==> src/rtl/pc_gen.sv <==
// rtl/pc_gen.sv - RV32I fetch program counter with stall, trap/EPC, misaligned-target trap and return-address stack
module pc_gen #(
  parameter int unsigned     XLEN         = 32,
  parameter logic [XLEN-1:0] RESET_VECTOR = 32'h0000_0000,
  parameter logic [XLEN-1:0] TRAP_VECTOR  = 32'h0000_0100,
  parameter int unsigned     RAS_DEPTH    = 4
) (
  input  logic            clk,
  input  logic            reset,
  input  logic            stall,
  input  logic            enl,
  input  logic [XLEN-1:0] load,
  input  logic            trap,
  input  logic            trap_ret,
  input  logic            call,
  input  logic            ret,
  output logic [XLEN-1:0] count,
  output logic [XLEN-1:0] epc,
  output logic            misaligned,
  output logic [XLEN-1:0] ras_top,
  output logic            ras_empty,
  output logic            ras_full
);

  localparam int unsigned PW = $clog2(RAS_DEPTH);
  localparam int unsigned OW = PW + 1;
  localparam logic [OW-1:0] OCC_FULL = OW'(RAS_DEPTH);

  if (RESET_VECTOR[1:0] != 2'b00 || TRAP_VECTOR[1:0] != 2'b00 ||
      RAS_DEPTH < 2 || (RAS_DEPTH & (RAS_DEPTH - 1)) != 0) begin : g_param_check
    $error("pc_gen: vectors must be 4-byte aligned and RAS_DEPTH a power of two >= 2");
  end

  logic [XLEN-1:0] count_q, count_d;
  logic [XLEN-1:0] epc_q, epc_d;
  logic            misaligned_q, misaligned_d;
  logic [XLEN-1:0] ras_q [RAS_DEPTH];
  logic [XLEN-1:0] ras_d [RAS_DEPTH];
  logic [PW-1:0]   ptr_q, ptr_d;
  logic [OW-1:0]   occ_q, occ_d;

  logic [XLEN-1:0] seq_pc;
  logic [PW-1:0]   ptr_inc;
  logic            load_misaligned;
  logic            ras_en;

  assign seq_pc          = count_q + XLEN'(4);
  assign ptr_inc         = ptr_q + PW'(1);
  assign load_misaligned = enl && (load[1:0] != 2'b00);
  // Any redirect that is not an ordinary jump leaves the stack untouched.
  assign ras_en          = !stall && !trap && !trap_ret && !load_misaligned;

  always_comb begin
    count_d      = count_q;
    epc_d        = epc_q;
    misaligned_d = 1'b0;
    if (trap) begin
      count_d = TRAP_VECTOR;
      epc_d   = count_q;
    end else if (trap_ret) begin
      count_d = epc_q;
    end else if (load_misaligned) begin
      count_d      = TRAP_VECTOR;
      epc_d        = count_q;
      misaligned_d = 1'b1;
    end else if (enl) begin
      count_d = load;
    end else if (!stall) begin
      count_d = seq_pc;
    end
  end

  always_comb begin
    ras_d = ras_q;
    ptr_d = ptr_q;
    occ_d = occ_q;
    if (ras_en) begin
      if (call && ret && occ_q != '0) begin
        ras_d[ptr_q] = seq_pc;
      end else if (call) begin
        // When full the write lands on the oldest entry, so occupancy saturates.
        ras_d[ptr_inc] = seq_pc;
        ptr_d          = ptr_inc;
        if (occ_q != OCC_FULL) begin
          occ_d = occ_q + OW'(1);
        end
      end else if (ret && occ_q != '0) begin
        ptr_d = ptr_q - PW'(1);
        occ_d = occ_q - OW'(1);
      end
    end
  end

  always_ff @(posedge clk or negedge reset) begin
    if (!reset) begin
      count_q      <= RESET_VECTOR;
      epc_q        <= '0;
      misaligned_q <= 1'b0;
      ptr_q        <= '0;
      occ_q        <= '0;
      for (int i = 0; i < int'(RAS_DEPTH); i++) begin
        ras_q[i] <= '0;
      end
    end else begin
      count_q      <= count_d;
      epc_q        <= epc_d;
      misaligned_q <= misaligned_d;
      ptr_q        <= ptr_d;
      occ_q        <= occ_d;
      ras_q        <= ras_d;
    end
  end

  assign count      = count_q;
  assign epc        = epc_q;
  assign misaligned = misaligned_q;
  assign ras_empty  = (occ_q == '0);
  assign ras_full   = (occ_q == OCC_FULL);
  assign ras_top    = ras_empty ? '0 : ras_q[ptr_q];

endmodule

==> config.mk <==
export PLATFORM = sky130hd
export DESIGN_NAME = pc_gen
export DESIGN_NICKNAME = d
export VERILOG_FILES = /design/src/rtl/pc_gen.sv
export SDC_FILE = /design/constraint.sdc
export NUM_CORES = 1
export LEC_CHECK = 0
export CAP_MARGIN = 20
export CORE_UTILIZATION = 50
export CTS_BUF_LIST = sky130_fd_sc_hd__clkbuf_4
export DETAILED_ROUTE_END_ITERATION = 7
export PLACE_DENSITY = 0.74
export SYNTH_ARGS = -nofsm -noshare
export SYNTH_HDL_FRONTEND = slang
export SYNTH_SLANG_ARGS = --single-unit
==> constraint.sdc <==
create_clock -name clk -period 3.14 [get_ports clk]
set_input_delay 0.628 -clock clk [delete_from_list [all_inputs] [get_ports clk]]
set_output_delay 0.628 -clock clk [all_outputs]
set_load 0.1 [all_outputs]
# ---- Word-level counts from Yosys, hierarchy flattened
# Index checks and enable logic that the tools add are counted.
dict set report totals {
  reg_bits 198
  inputBits 40
  output_inout_bits 99
  elab_cells 77
}
dict set report op_classes {
  add_sub_neg 5
  order_cmp 4
  eq_ne 5
  n_mux 28
  bitwise_logic 3
  n_reduce_logical 23
}
# op n
set op_table {}
lappend op_table {{$mux 32} 13}
lappend op_table {{$bwmux 128} 2}
lappend op_table {{$mux 128} 2}
lappend op_table {{$demux 32 s2} 2}
lappend op_table {{$bmux 32 s2} 1}
lappend op_table {{$add 32x3->32 const B} 1}
lappend op_table {{$logic_and 1x1->1} 9}
lappend op_table {{$mux 3} 3}
lappend op_table {{$reduce_bool 2->1} 4}
lappend op_table {{$ge 3x3->1 const B} 2}
lappend op_table {{$lt 3x1->1 const B} 2}
lappend op_table {{$not 2->3} 2}
lappend op_table {{$ne 5x1->1 const B} 1}
lappend op_table {{$logic_not 1->1} 4}
lappend op_table {{$mux 2} 2}
lappend op_table {{$reduce_and 2->1} 2}
lappend op_table {{$reduce_and 4->1} 1}
lappend op_table {{$add 3x1->3 const B} 1}
lappend op_table {{$eq 3x3->1 const B} 1}
lappend op_table {{$logic_not 3->1} 1}
lappend op_table {{$mux 1} 3}
lappend op_table {{$ne 3x3->1 const B} 1}
lappend op_table {{$reduce_and 3->1} 1}
lappend op_table {{$reduce_bool 3->1} 1}
lappend op_table {{other kinds (6)} 6}

# ---- Longest topological paths before layout
dict set report depth {
  word_depth 9
  ltp_mapped 9
  ltp_nobuf 6
}

# ---- Least setup slack after synthesis
# No wires, ideal clock.
dict set report synth_path {
  path_type {reg-to-reg}
  startpoint {reg occ_q[0]}
  endpoint {reg occ_q[1]}
  arrival_ns 3.358
  setup_slack_ns -0.343
  stages_incl_launch_ff 5
  n_path_buf 0
  cell_sequence {dfrtp_1 > nor3b_1 > nand3b_1 > a21oi_1 > mux2_2}
}
dict set report synth_between {
  elab_chain_cells 4
  elab_cells_between_ends 13
  cone_classes {2 x add/sub; 2 x eq/ne; 3 x mux; 1 x bitwise; 5 x reduce/logical}
}
# item line_no
set synth_lines {}
lappend synth_lines {{start: declaration} 40} ;# logic [OW-1:0] occ_q, occ_d;
lappend synth_lines {{start signal: assignment} 100} ;# occ_q <= '0;
lappend synth_lines {{start signal: assignment} 109} ;# occ_q <= occ_d;
lappend synth_lines {{branches (longest 4 deep; another with $sub 3x1->3)} n/a}
# Parallel ways; which one is timed is not known. The select of a mux whose other input is x is not followed.
# A chain may end at the register's enable or synchronous reset.

# ---- Worst setup path in the final report
dict set report layout_path {
  startpoint {reg ptr_q[0]}
  endpoint {out ras_top[11]}
}
dict set report layout_between {
  elab_chain_cells 5
}
# item line_no
set layout_lines {}
lappend layout_lines {{start: declaration} 39} ;# logic [PW-1:0] ptr_q, ptr_d;
lappend layout_lines {{start signal: assignment} 108} ;# ptr_q <= ptr_d;
lappend layout_lines {{$not 2->3 (not written as such)} 119} ;# assign ras_top = ras_empty ? '0 : ras_q[ptr_q];
lappend layout_lines {{$bmux 32 s2} 119}
lappend layout_lines {{$mux 32 (not written as such) (2 in a row)} 119}
lappend layout_lines {{$mux 32} 119}
lappend layout_lines {{end: declaration} 20} ;# output logic [XLEN-1:0] ras_top,
# No other way between the ends. The select of a mux whose other input is x is not followed.

==> impl_metrics.json <==
{
  "outcome": "finished, final reports clean",
  "synth_area_leader_cell": "dfrtp_1",
  "drtIter0Drc": 481,
  "wl_per_cell_microns": 18.5,
  "worstMarginPinSlew_ps": 673,
  "dr.pass1.iters": 5,
  "p_leak_nw": 5.31,
  "cts_sinks": 198,
  "synth_commonest_cells": "dfrtp_1, a21oi_1, nor2_1",
  "path_clk_slew_ps": 140,
  "cts_tree": "yes",
  "gp_congestion": 0.862,
  "fill_cells": 1548,
  "die_w_microns": 142,
  "grt_pass1_wl_microns": 38400,
  "dp_hpwl_microns": 16800,
  "hold_viol": 0,
  "initial_core_util": 0.516,
  "p_sw_frac": 0.444,
  "yosysMostFrequentCell": "dfrtp_1",
  "syn_inst": 884,
  "rsz0062_at_grt": "false",
  "setup.worst_path.class": "register to output port",
  "seqPwrFrac": 0.316,
  "ys_ff_latch": 198,
  "path_max_fanout": 35,
  "cts_max_path_buffers": 2,
  "grt_pass1_vias": 7184,
  "worstSetupStartpointType": "register",
  "fmax_ghz": 0.346,
  "cts_max_level": 4,
  "grt_use_total": 0.250,
  "num_rows": 50,
  "synth-async-reset-ratio": 1.00,
  "utilization": 0.635,
  "root_buffer": "clkbuf_4",
  "drv_cap": 0,
  "overflow": 0,
  "port_buffers": 138,
  "ys_types": 61,
  "die_h_microns": 142,
  "ant_nets": 0,
  "grt_max_degree": 81,
  "grt_antenna_before_repair": 1,
  "hp-class": "input pin to async pin",
  "fin_crit_sh": 0.921,
  "ys.flop_type": "dfrtp_1",
  "wl_microns": 23700,
  "min_period_ps": 2890,
  "power_frac_comb": 0.542,
  "arrival_ps": 2260,
  "clock_latency_ps": 600,
  "worst_ir_drop_vdd_uv": 735,
  "drc_errors": 0,
  "fin_nets": 1057,
  "cp-end-kind": "output port",
  "required_ps": 2510,
  "coreArea_sq_mm": 0.0189,
  "p_clk_frac": 0.142,
  "setup_tns_ps": 0,
  "cts_buffers": 17,
  "avgSynthCellArea_sq_um": 11.0,
  "cts_post_setup_buffers_inserted": 0,
  "vias": 7317,
  "io_pins": 139,
  "setup_slack_ps": 249,
  "synth.area.top_cells": "dfrtp_1, mux4_2, a21oi_1",
  "synth-edff-count": 0,
  "power.switching_mw": 5.13,
  "ctsResizeCount": 0,
  "synthesis.nets": 931,
  "slew_viol_final": 0,
  "slew_headroom": 0.551,
  "viasPerCell": 5.70,
  "clock_skew_ps": 19.2,
  "syn_area_sq_mm": 0.00974,
  "die-area_sq_mm": 0.0200,
  "dp_slack_ps": 304,
  "drive_gt1_frac": 0.276,
  "yosysSeqAreaShare": 0.509,
  "ys_warn_count": 0,
  "p_int_mw": 6.43,
  "ctsHoldBuffers": 0,
  "setup_viol": 0,
  "yosysTopAreaCellShare": 0.509,
  "powerDensity_mw_per_mm2": 963,
  "area_growth_pct": 23.2
}
==> worst paths after layout <==
| path | from | to | slack, ps | cells past startpoint |
|---|---|---|---|---|
| worst max-delay path | ptr_q[0] | ras_top[11] | 250 | 4 |
| worst min-delay path | reset | ras_q[66] | 60 | 1 |
| worst max register to register | count[2] | ras_q[62] | 490 | 6 |
| worst min register to register | ras_q[1] | ras_q[1] | 500 | 1 |
| max in group asynchronous | reset | ras_q[55] | 2320 | 2 |
| min in group clk | ras_q[1] | ras_q[1] | 500 | 1 |
==> per-stage QoR <==
step                      cells  instance area, sq um  hold slack [ps]  power (mW)
after floorplan             884                  9800              332        7.94
after global placement     1251                 11600              463        9.91
after detailed placement   1251                 11600              475        10.0
after CTS                  1283                 12000             60.2        11.6
after global routing       1284                 12000             65.0        12.1
final                      1284                 12000             58.7        11.6
==> critical path, stage by stage (launching register included) <==
cell and delay, ps:
dfrtp_2 400, buf_12 280, mux4_2 600, nor2b_2 190, buf_12 170
==> layout make-up <==
| type | instances | area, sq um | area share |
|---|---|---|---|
| inverters | 14 | 52.6 | 0.00438 |
| multi-input cells | 611 | 4450 | 0.371 |
| diodes | 1 | 2.50 | 0.000209 |
| clock buffers | 18 | 135 | 0.0113 |
| well taps | 260 | 325 | 0.0271 |
| clock inverters | 14 | 230 | 0.0192 |
| repair buffers | 168 | 1850 | 0.154 |
| flip-flops and latches | 198 | 4960 | 0.413 |
==> power by group through the flow <==
stage          combinational, mW  sequential [mW]  clock [mW]
2_1_floorplan               4.13             3.81           0
3_3_place_gp                6.23             3.68           0
3_5_place_dp                6.31             3.70           0
4_1_cts                     6.31             3.65        1.66
5_1_grt                     6.57             3.73        1.76
6_report                    6.26             3.65        1.65
==> layer usage <==
layer	GRT usage	vias up	wire, microns
met1	0.360	3630	10700
met4	0.0747	0	421
met2	0.388	250	11300
met5	0	-	0
met3	0.0459	29	1310
li1	-	3408	-
==> cell usage in the layout, fill, tap and decap left out, drive strengths merged, types with 3 or more instances in the layout <==
cell | netlist | layout
dfrtp | 198 | 198
buf | 41 | 129
nor3b | 5 | 5
xor2 | 13 | 13
a21oi | 136 | 136
nor2b | 33 | 33
nand2 | 25 | 25
a2bb2oi | 7 | 7
mux2 | 47 | 47
a22o | 7 | 7
a22oi | 10 | 10
and4 | 3 | 3
clkbuf | 20 | 19
and2 | 4 | 4
clkinv | 0 | 4
nor2 | 135 | 135
o31ai | 5 | 5
ha | 6 | 6
bufinv | 0 | 6
a31oi | 8 | 8
inv | 14 | 15
o21ai | 34 | 34
nor4 | 5 | 5
nand3 | 14 | 14
nand4 | 10 | 10
o21a | 4 | 4
xnor2 | 20 | 20
a222oi | 3 | 3
mux4 | 32 | 32
or2 | 3 | 3
nor3 | 8 | 8
a221oi | 5 | 5
clkinvlp | 0 | 3
mux2i | 7 | 7
and3 | 7 | 7
clkdlybuf4s50 | 0 | 38
==> sequential cells by signal, indices dropped and copies added, names as in the netlist <==
signal and count:
count 32, misaligned 1, ras_q 128, occ_q 3, ptr_q 2, epc 32
==> cells by family after synthesis <==
family / share of synthesized area
and+or+nand+nor: 0.139
AOI/OAI and AO/OA: 0.136
muxes: 0.135
xor gates and xnor gates: 0.0297
adders and majority gates: 0.00976
buffers and inverters: 0.0419
DFF: 0.509
(Power assumes the default switching activity.)
